[src/rtl/serial_subtractor.sv]
// serial_subtractor: bit-serial a - b - bin, LSB first, one bit per clock.
// Define SERIAL_SUBTRACTOR_SAT_EN to clamp diff to zero on final borrow-out.
module serial_subtractor #(
   parameter int WIDTH = 8
) (
   input  logic             clk,
   input  logic             rst,
   input  logic             start,
   input  logic [WIDTH-1:0] a,
   input  logic [WIDTH-1:0] b,
   input  logic             bin,
   output logic             busy,
   output logic             done,
   output logic [WIDTH-1:0] diff,
   output logic             bout
);

   localparam int CW = (WIDTH > 1) ? $clog2(WIDTH) : 1;
   localparam logic [CW-1:0] LAST = CW'(WIDTH - 1);

   typedef enum logic [1:0] {
      IDLE,
      RUN,
      DONE
   } state_t;

   state_t state, state_nx;

   logic [WIDTH-1:0] a_r, b_r, res, res_nx;
   logic [CW-1:0]    cnt;
   logic             br, br_nx;
   logic             ai, bi, d;
   logic             last, load;

   always_ff @(posedge clk or posedge rst) begin
      if (rst) state <= IDLE;
      else     state <= state_nx;
   end

   always_comb begin
      state_nx = state;
      busy     = 1'b0;
      done     = 1'b0;
      load     = 1'b0;
      unique case (state)
         IDLE: begin
            if (start) begin
               load     = 1'b1;
               state_nx = RUN;
            end
         end
         RUN: begin
            busy = 1'b1;
            if (last) state_nx = DONE;
         end
         DONE: begin
            done = 1'b1;
            if (start) begin
               load     = 1'b1;
               state_nx = RUN;
            end else begin
               state_nx = IDLE;
            end
         end
         default: state_nx = IDLE;
      endcase
   end

   // One full-subtractor cell, fed by the bit selected by the counter.
   always_comb begin
      ai          = a_r[cnt];
      bi          = b_r[cnt];
      d           = ai ^ bi ^ br;
      br_nx       = (~ai & bi) | (~(ai ^ bi) & br);
      last        = (cnt == LAST);
      res_nx      = res;
      res_nx[cnt] = d;
   end

   always_ff @(posedge clk or posedge rst) begin
      if (rst) begin
         a_r  <= '0;
         b_r  <= '0;
         res  <= '0;
         br   <= 1'b0;
         cnt  <= '0;
         diff <= '0;
         bout <= 1'b0;
      end else if (load) begin
         a_r <= a;
         b_r <= b;
         br  <= bin;
         cnt <= '0;
      end else if (state == RUN) begin
         res <= res_nx;
         br  <= br_nx;
         cnt <= cnt + CW'(1);
         // Outputs change only once the last bit is known.
         if (last) begin
            bout <= br_nx;
`ifdef SERIAL_SUBTRACTOR_SAT_EN
            diff <= br_nx ? '0 : res_nx;
`else
            diff <= res_nx;
`endif
         end
      end
   end

endmodule
[config.mk]
export PLATFORM = sky130hd
export DESIGN_NAME = serial_subtractor
export DESIGN_NICKNAME = d
export VERILOG_FILES = /design/src/rtl/serial_subtractor.sv
export SDC_FILE = /design/constraint.sdc
export NUM_CORES = 1
export LEC_CHECK = 0
export CORE_UTILIZATION = 56
export CTS_CLUSTER_SIZE = 24
export DETAILED_ROUTE_END_ITERATION = 16
export GPL_TIMING_DRIVEN = 0
export PLACE_DENSITY = 0.83
export SLEW_MARGIN = 20
export SYNTH_ARGS = -nofsm -noshare
export SYNTH_HDL_FRONTEND = slang
export SYNTH_SLANG_ARGS = --single-unit
[constraint.sdc]
create_clock -name clk -period 6 [get_ports clk]
set_clock_uncertainty 0.05 [all_clocks]
set_input_delay 1.2 -clock clk [delete_from_list [all_inputs] [get_ports clk]]
set_output_delay 1.2 -clock clk [all_outputs]
set_load 0.005 [all_outputs]
# --- Word level (Yosys, flattened, before mapping) ---
# Index checks and enable logic that the tools add are counted.
word_totals:
  ff_bits: 39
  latchBits: 0
  mem_bits_rw: 0
  rom_bits: 0
  inputBits: 20
  elab_cells: 50
  mem_count: 0
classes:
  addsub: 1
  n_mul: 0
  n_div: 0
  magnitude_cmp: 2
  n_eq_ne: 5
  shift: 0
  muxes: 19
  bitwise_logic: 8
  reduce_logical: 7
op_table:
  columns: ["operator", "n"]
  rows:
  - ["$mux W1", 10]
  - ["$bwmux W8", 1]
  - ["$bmux W1 S3", 2]
  - ["$mux W3", 2]
  - ["$pmux W2 S3", 1]
  - ["$lt A3 B4 Y1 const B", 1]
  - ["$mux W2", 2]
  - ["$ne A2 B2 Y1 const B", 2]
  - ["$reduce_and A2 Y1", 2]
  - ["$add A3 B1 Y3 const B", 1]
  - ["$demux W1 S3", 1]
  - ["$eq A3 B3 Y1 const B", 1]
  - ["$ge A3 B1 Y1 const B", 1]
  - ["$not A1 Y1", 3]
  - ["$reduce_and A3 Y1", 1]
  - ["$and A1 B1 Y1", 2]
  - ["$eq A2 B1 Y1 const B", 1]
  - ["$eq A2 B2 Y1 const B", 1]
  - ["$logic_not A2 Y1", 1]
  - ["$reduce_bool A2 Y1", 1]
  - ["$reduce_or A2 Y1", 1]
  - ["$xor A1 B1 Y1", 2]
  - ["$logic_and A1 B1 Y1", 1]
  - ["$or A1 B1 Y1", 1]

# --- Depth between registers and ports, before layout ---
# Gate-level depths: netlist of run 1.
depth:
  depth_word: 8
  mapped_depth: 8
  ltp_nobuf: 6

# --- Least setup slack after synthesis of run 1 ---
# OpenSTA, ideal clock, no wires.
synth_timing:
  kind: "reg2reg"
  start: "register cnt[0]"
  end: "register diff[6]"
  arrival_ns: 2.290
  required_ns: 5.868
  slack_ns: 3.578
  path_stages_with_launch: 8
  n_path_buf: 1
  synth_period_minus_slack_ns: 2.422
  path_cell_list: "dfrtp_1 -> buf_6 -> mux4_2 -> mux2_4 -> fa_1 -> nor2b_1 -> nand3_1 -> a31oi_1"
synth_via:
  elab_chain_cells: 5
  elab_cells_between_ends: 14
  cone_classes: "order compare: 2; eq/ne: 1; mux: 7; bitwise: 2; reduce/logical: 2"
synth_lines:
  columns: ["element", "line", "rtl"]
  rows:
  - ["start: declaration", "30", "logic [CW-1:0] cnt;"]
  - ["start signal: assignment", "97", "cnt <= cnt + CW'(1);"]
  - ["$lt A3 B4 Y1 (implied by the code) (tied with other cells)", "77", "res_nx[cnt] = d;"]
  - ["$logic_and A1 B1 Y1 (implied by the code) (tied with other cells)", "77", null]
  - ["$mux W1 (implied by the code) or $xor A1 B1 Y1 (tied branches)", "77, 73", null]
  - ["$demux W1 S3 or $xor A1 B1 Y1 (tied branches)", "77, 73", null]
  - ["$bwmux W8", "77", null]
  - ["end signal: assignment", "104", "diff <= res_nx;"]
  - ["end: declaration", "14", "output logic [WIDTH-1:0] diff,"]
# Several ways; a longest one is shown, not always the timed one. The select of a mux whose other input is x is not followed.
# A chain may end at the register's enable or synchronous reset.

# --- Worst setup path after layout of run 1 ---
layout_timing:
  start: "register state[1]"
  end: "output busy"
layout_via:
  elab_chain_cells: 2
layout_lines:
  columns: ["element", "line", "rtl"]
  rows:
  - ["start: declaration", "27", "state_t state, state_nx;"]
  - ["start signal: assignment", "37", "else state <= state_nx;"]
  - ["$eq A2 B1 Y1", "45", "unique case (state)"]
  - ["$mux W1", "45", null]
  - ["end: declaration", "12", "output logic busy,"]
# No other way between the ends.

==> flow_summary.json, run 1 <==
{
  "rsz0062_at_grt": "no",
  "fmax_ghz": 0.335,
  "ys.flop_type": "dfrtp_1",
  "die_w_um": 59.6,
  "ys_top_cells_by_count": "nand2_1 (54), dfrtp_1 (39), nor2_1 (12)",
  "antenna_cells": 0,
  "cp.required_ns": 4.75,
  "yosysTopAreaCell": "dfrtp_1",
  "cts.repair.resized": 0,
  "grt_pass1_vias": 1478,
  "routed_via_density": 5.50,
  "root_buffer": "clkbuf_4",
  "dieArea_um2": 3550,
  "wl_um": 3740,
  "path_cells": "nand2b_1 -> clkinv_1 -> clkdlybuf4s50_1",
  "startpoint_type": "flop",
  "ioPinCount": 31,
  "cts_setup_buffers": 0,
  "cp_num_buf_inv": 2,
  "postCtsHoldBufs": 0,
  "clk_pin_slew_ns": 0.11,
  "die_y_um": 59.6,
  "ys_async_sr_fraction_pct": 100,
  "power.density_nw_per_um2": 572,
  "synth.avg_cell_area_um2": 10.3,
  "seq_area_um2": 976,
  "synth_edf_count": 0,
  "critPathArrivalTime_ns": 1.73,
  "layout.nets": 240,
  "grt_max_degree": 40,
  "yosys_warnings": 0,
  "finalCritPeriodShare_pct": 49.7,
  "critPathCaptureType": "output pin",
  "relSlewSlack_pct": 47.7,
  "multi_input_area_um2": 807,
  "layout-drive-gt1-share_pct": 14.2,
  "rows": 20,
  "fin_area_um2": 2280,
  "drv_cap": 0,
  "power_mw": 1.31,
  "synth.top_cell.area_share_pct": 52.5,
  "cp_slowest_stage_delay_ns": 0.52,
  "cts_buffer_depth": 2,
  "wire_per_inst_um": 14.3,
  "dp_hpwl_um": 2680,
  "placed_area_um2": 2210,
  "syn2layout_area_growth_pct": 22.8,
  "drc": 0,
  "swShare_pct": 39.0,
  "yosysSeqAreaShare_pct": 52.5,
  "comb_power_share_pct": 52.2,
  "grt_remaining_overflow": 0,
  "synthCells": 180,
  "ys_ff_latch": 39,
  "worstSkewPairLatency_ns": 0.35,
  "ant_nets": 0,
  "nFillCells": 259,
  "hold_viol": 0,
  "crit_slowest_cell": "clkdlybuf4s50_1",
  "p_int_mw": 0.797,
  "antenna_found_initial": 0,
  "track_usage_pct": 25.6,
  "vdd_ir_drop_max_mv": 0.230,
  "switchingPower_mw": 0.509,
  "core_um2": 3100,
  "path_class": "reg -> out",
  "port_buffers": 30,
  "holdWs_ns": 0.442,
  "fin_crit_ns": 2.98,
  "cts_tree": "built",
  "place_congestion": 0.837,
  "seqPwrFrac_pct": 35.9,
  "vias": 1441,
  "cts_num_sinks": 39,
  "drt_pass1_iterations": 5,
  "worstMarginPinSlew_ns": 0.783,
  "cp_max_fo": 8,
  "crit_family": "buffers and inverters",
  "slew_viol_final": 0,
  "p_leak_nw": 1.07,
  "yosys-top-cells-area": "dfrtp_1 (53%), nand2_1 (11%), mux2_2 (4.8%), mux4_1 (4.2%), buf_2 (2.4%)",
  "dpl.cell_count": 254,
  "ctsHtreeMaxLevel": 2,
  "cts_buffers": 5,
  "syn_nets": 203,
  "fin_tns_setup_ns": 0,
  "drt_iter0_drc": 44,
  "outcome": "completed",
  "initial_core_util_pct": 59.9,
  "yosysMostFrequentCell": "nand2_1",
  "min_path_type": "reg -> reg",
  "setup_violations": 0,
  "clkPwrFrac_pct": 11.9,
  "synthDistinctLibCells": 33,
  "final_cell_count_no_fill": 262,
  "grt_first_pass_wirelength_um": 6480,
  "netlist_area_um2": 1860
}
## tightest hold or removal path, stage by stage (launching register included)
cell,delay [ns]
dfrtp_1,0.36
nand2_1,0.06
nand2_1,0.06
## state kept, by name, summed over array words and instances (netlist names)
name	cells
a_r	8
b_r	8
bout	1
br	1
cnt	3
diff	8
res	8
state	2
## per-stage QoR
step	util [%]	worst slack, ns
floorplan	-	3.58
global placement	71.3	3.11
detailed placement	71.3	3.27
CTS	73.5	3.03
global route	73.5	2.94
finish	73.5	3.02
## logic make-up (layout without fill, tap and decap cells)
kind of cell | after synthesis | count (layout) | share of synthesized area [%]
buf+inv | 15 | 53 | 4.04
mux | 17 | 17 | 13.3
fa+ha+maj | 3 | 3 | 2.42
compound gates | 19 | 19 | 6.73
flops | 39 | 39 | 52.5
simple gates | 87 | 87 | 21.0
## area by class of cell
cell class	instances	area share, %
sequential	39	42.8
buffer	12	2.80
multi-input combinational	126	35.4
inverter	3	0.493
clock buffer	8	3.02
tap	44	2.41
timing repair buffer	30	13.2
## final timing paths
check | startpoint | cells past startpoint | slack, ns | end
max | state[1]$_DFFE_PP0P_ | 3 | 3.02 | busy
min | a_r[5]$_DFFE_PP0N_ | 2 | 0.44 | a_r[5]$_DFFE_PP0N_
max reg2reg | cnt[0]$_DFFE_PP0P_ | 7 | 3.27 | diff[7]$_DFFE_PP0P_
min reg2reg | a_r[5]$_DFFE_PP0N_ | 2 | 0.44 | a_r[5]$_DFFE_PP0N_
max in group asynchronous | rst | 2 | 4.14 | a_r[4]$_DFFE_PP0N_
min in group asynchronous | rst | 2 | 1.25 | diff[7]$_DFFE_PP0P_
## placed cells by master (no fill, tap or decap), drive strengths merged, types with 2 or more instances in the layout
cell type      instances
o21ai                  3
nand3b                 2
a22o                   2
a21oi                  5
nand2b                 3
nor2b                  5
a31oi                  4
buf                   11
dfrtp                 39
mux2                   9
clkbuf                 9
nand3                  7
ha                     2
nand2                 54
mux4                   4
nor2                  12
mux2i                  4
clkdlybuf4s50         30
inv                    2
## routing by layer
metal / track usage (%) / vias to the layer above / routed length (µm)
li1: - / 681 / -
met1: 30.0 / 698 / 1540
met3: 6.77 / 8 / 208
met4: 12.6 / 0 / 86
met2: 43.3 / 54 / 1910
met5: 0 / - / 0
## power by group through the flow
stage | Clock [mW] | Sequential, mW | Combinational [mW]
final | 0.155 | 0.469 | 0.682
after floorplan | 0 | 0.455 | 0.476
after global placement | 0 | 0.463 | 0.655
after CTS | 0.157 | 0.469 | 0.683
after global routing | 0.168 | 0.486 | 0.753
after detailed placement | 0 | 0.475 | 0.679
Power figures use the tool's default switching activity.
==> run 2: changes to the inputs <==
CORE_UTILIZATION = 47   (was 56)
PLACE_DENSITY = 0.75   (was 0.83)
clock period = 2.7 ns   (was 6 ns; I/O delays follow)
==> run 2 against run 1 <==
Global-route usage shrank 6.1 points. Routed wire length shrank 12%. Cell area is 3.2% higher. First-iteration DRC count rose by 18%. Sequential share of layout area down 1.3 points. Register-to-register slack got worse by 3.1 ns. Clock power increased to 2.8 times the previous value. Worst setup slack worse by 2.9 ns. Critical path type is now reg -> reg. Count of clock-buffer cells in the layout is the same. Hold slack got worse by 0.020 ns. Largest cell class unchanged. Final cell count rose by 1.9%.
==> flow_summary.json, run 2 (synthesized netlist as in run 1, its figures left out) <==
{
  "ctsHtreeMaxLevel": 2,
  "grt_max_degree": 22,
  "reg2reg_depth": 7,
  "cts_buffer_depth": 2,
  "worstMarginPinSlew_ns": 0.421,
  "vdd_ir_drop_max_mv": 0.479,
  "startpoint": "cnt[0]$_DFFE_PP0P_",
  "cts_buffers": 5,
  "multi_input_area_um2": 813,
  "grt_remaining_overflow": 0,
  "endpoint": "diff[6]$_DFFE_PP0P_",
  "cp.required_ns": 2.87,
  "antenna_found_initial": 0,
  "power.density_nw_per_um2": 1260,
  "pre_cts_ws_ns": 0.0179,
  "wl_um": 3310,
  "port_buffers": 30,
  "drc": 0,
  "holdWs_ns": 0.422,
  "dieArea_um2": 4210,
  "rows": 22,
  "fin_tns_setup_ns": 0,
  "comb_power_share_pct": 51.0,
  "dp_hpwl_um": 2300,
  "clk_pin_slew_ns": 0.08,
  "finalCritPeriodShare_pct": 94.8,
  "grt_first_pass_wirelength_um": 6030,
  "startpoint_type": "flop",
  "drv_cap": 0,
  "outcome": "completed",
  "die_w_um": 64.9,
  "core_um2": 3720,
  "vias": 1344,
  "mostFrequentLayoutCells": "nand2_1 (54), dfrtp_1 (39), clkdlybuf4s50_1 (30)",
  "swShare_pct": 36.7,
  "layout.nets": 241,
  "drt_iter0_drc": 52,
  "min_path_type": "reg -> reg",
  "critPathArrivalTime_ns": 2.73,
  "ioPinCount": 31,
  "p_leak_nw": 1.10,
  "routed_via_density": 5.03,
  "clkPwrFrac_pct": 14.5,
  "hold_viol": 0,
  "mostFrequentLayoutCell": "nand2_1",
  "reg2reg_to": "diff[6]$_DFFE_PP0P_",
  "fin_crit_ns": 2.56,
  "drt_pass1_iterations": 4,
  "seq_area_um2": 976,
  "postCtsHoldBufs": 0,
  "root_buffer": "clkbuf_8",
  "cp_max_fo": 10,
  "syn2layout_area_growth_pct": 26.8,
  "switchingPower_mw": 1.09,
  "antenna_cells": 0,
  "fmax_ghz": 0.391,
  "cts_tree": "built",
  "cts_num_sinks": 39,
  "seqPwrFrac_pct": 34.5,
  "relSlewSlack_pct": 71.9,
  "cts.repair.resized": 1,
  "place_congestion": 0.823,
  "r2r_start": "cnt[0]$_DFFE_PP0P_",
  "worstSkewPairLatency_ns": 0.30,
  "rsz0062_at_grt": "no",
  "wire_per_inst_um": 12.4,
  "slew_viol_final": 0,
  "ant_nets": 0,
  "layout-drive-gt1-share_pct": 16.0,
  "critPathCaptureType": "flop",
  "setup_slack_ns": 0.139,
  "track_usage_pct": 19.5,
  "grt_pass1_vias": 1335,
  "r2r_setup_slack_ns": 0.14,
  "p_int_mw": 1.89,
  "initial_core_util_pct": 50.0,
  "path_class": "reg -> reg",
  "nFillCells": 322,
  "setup_violations": 0,
  "cts_setup_buffers": 0,
  "die_y_um": 64.9
}
[run 2: stage by stage]
stage / utilization (%) / total power, mW / instance area, µm² / instances
after floorplan: - / 2.07 / 1860 / 180
after global placement: 59.7 / 2.50 / 2220 / 258
after detailed placement: 60.4 / 2.52 / 2250 / 259
after CTS: 63.2 / 2.98 / 2350 / 267
after global routing: 63.4 / 3.25 / 2360 / 267
final: 63.4 / 2.98 / 2360 / 267
[run 2: power by group through the flow]
stage	Sequential (mW)	Clock [mW]	Combinational (mW)
detailed placement	1.04	0	1.48
floorplan	1.01	0	1.06
global route	1.06	0.472	1.72
global placement	1.03	0	1.47
CTS	1.03	0.440	1.51
finish	1.03	0.432	1.52
[run 2: final cells by class]
type / count / share of cell area (%)
multi-input combinational: 126 / 34.5
clock buffer: 8 / 4.25
buffer: 12 / 2.87
tap: 48 / 2.55
inverter: 3 / 0.478
timing repair buffer: 31 / 13.9
sequential: 39 / 41.4
[run 2: layer usage]
metal | global-route usage (%) | part of all wire [%]
met5 | 0 | 0
met4 | 8.06 | 1.4
met3 | 7.57 | 4.5
met2 | 29.2 | 47
met1 | 25.0 | 47
[run 2: how the worst min path moves through the flow]
stage                       start            endpoint  cells past startpoint
2_1_floorplan  a_r[1]$_DFFE_PP0N_  a_r[1]$_DFFE_PP0N_                      2
3_3_place_gp   b_r[7]$_DFFE_PP0N_  b_r[7]$_DFFE_PP0N_                      2
3_5_place_dp   a_r[6]$_DFFE_PP0N_  a_r[6]$_DFFE_PP0N_                      2
4_1_cts        a_r[6]$_DFFE_PP0N_  a_r[6]$_DFFE_PP0N_                      2
5_1_grt        a_r[3]$_DFFE_PP0N_  a_r[3]$_DFFE_PP0N_                      2
6_report       b_r[4]$_DFFE_PP0N_  b_r[4]$_DFFE_PP0N_                      2
[run 2: critical path, cell delays in order (launching register included)]
cell	delay (ns)
dfrtp_1	0.40
buf_6	0.18
mux4_2	0.51
mux2_4	0.28
fa_1	0.58
nor2b_2	0.24
nand3_1	0.10
a31oi_1	0.17
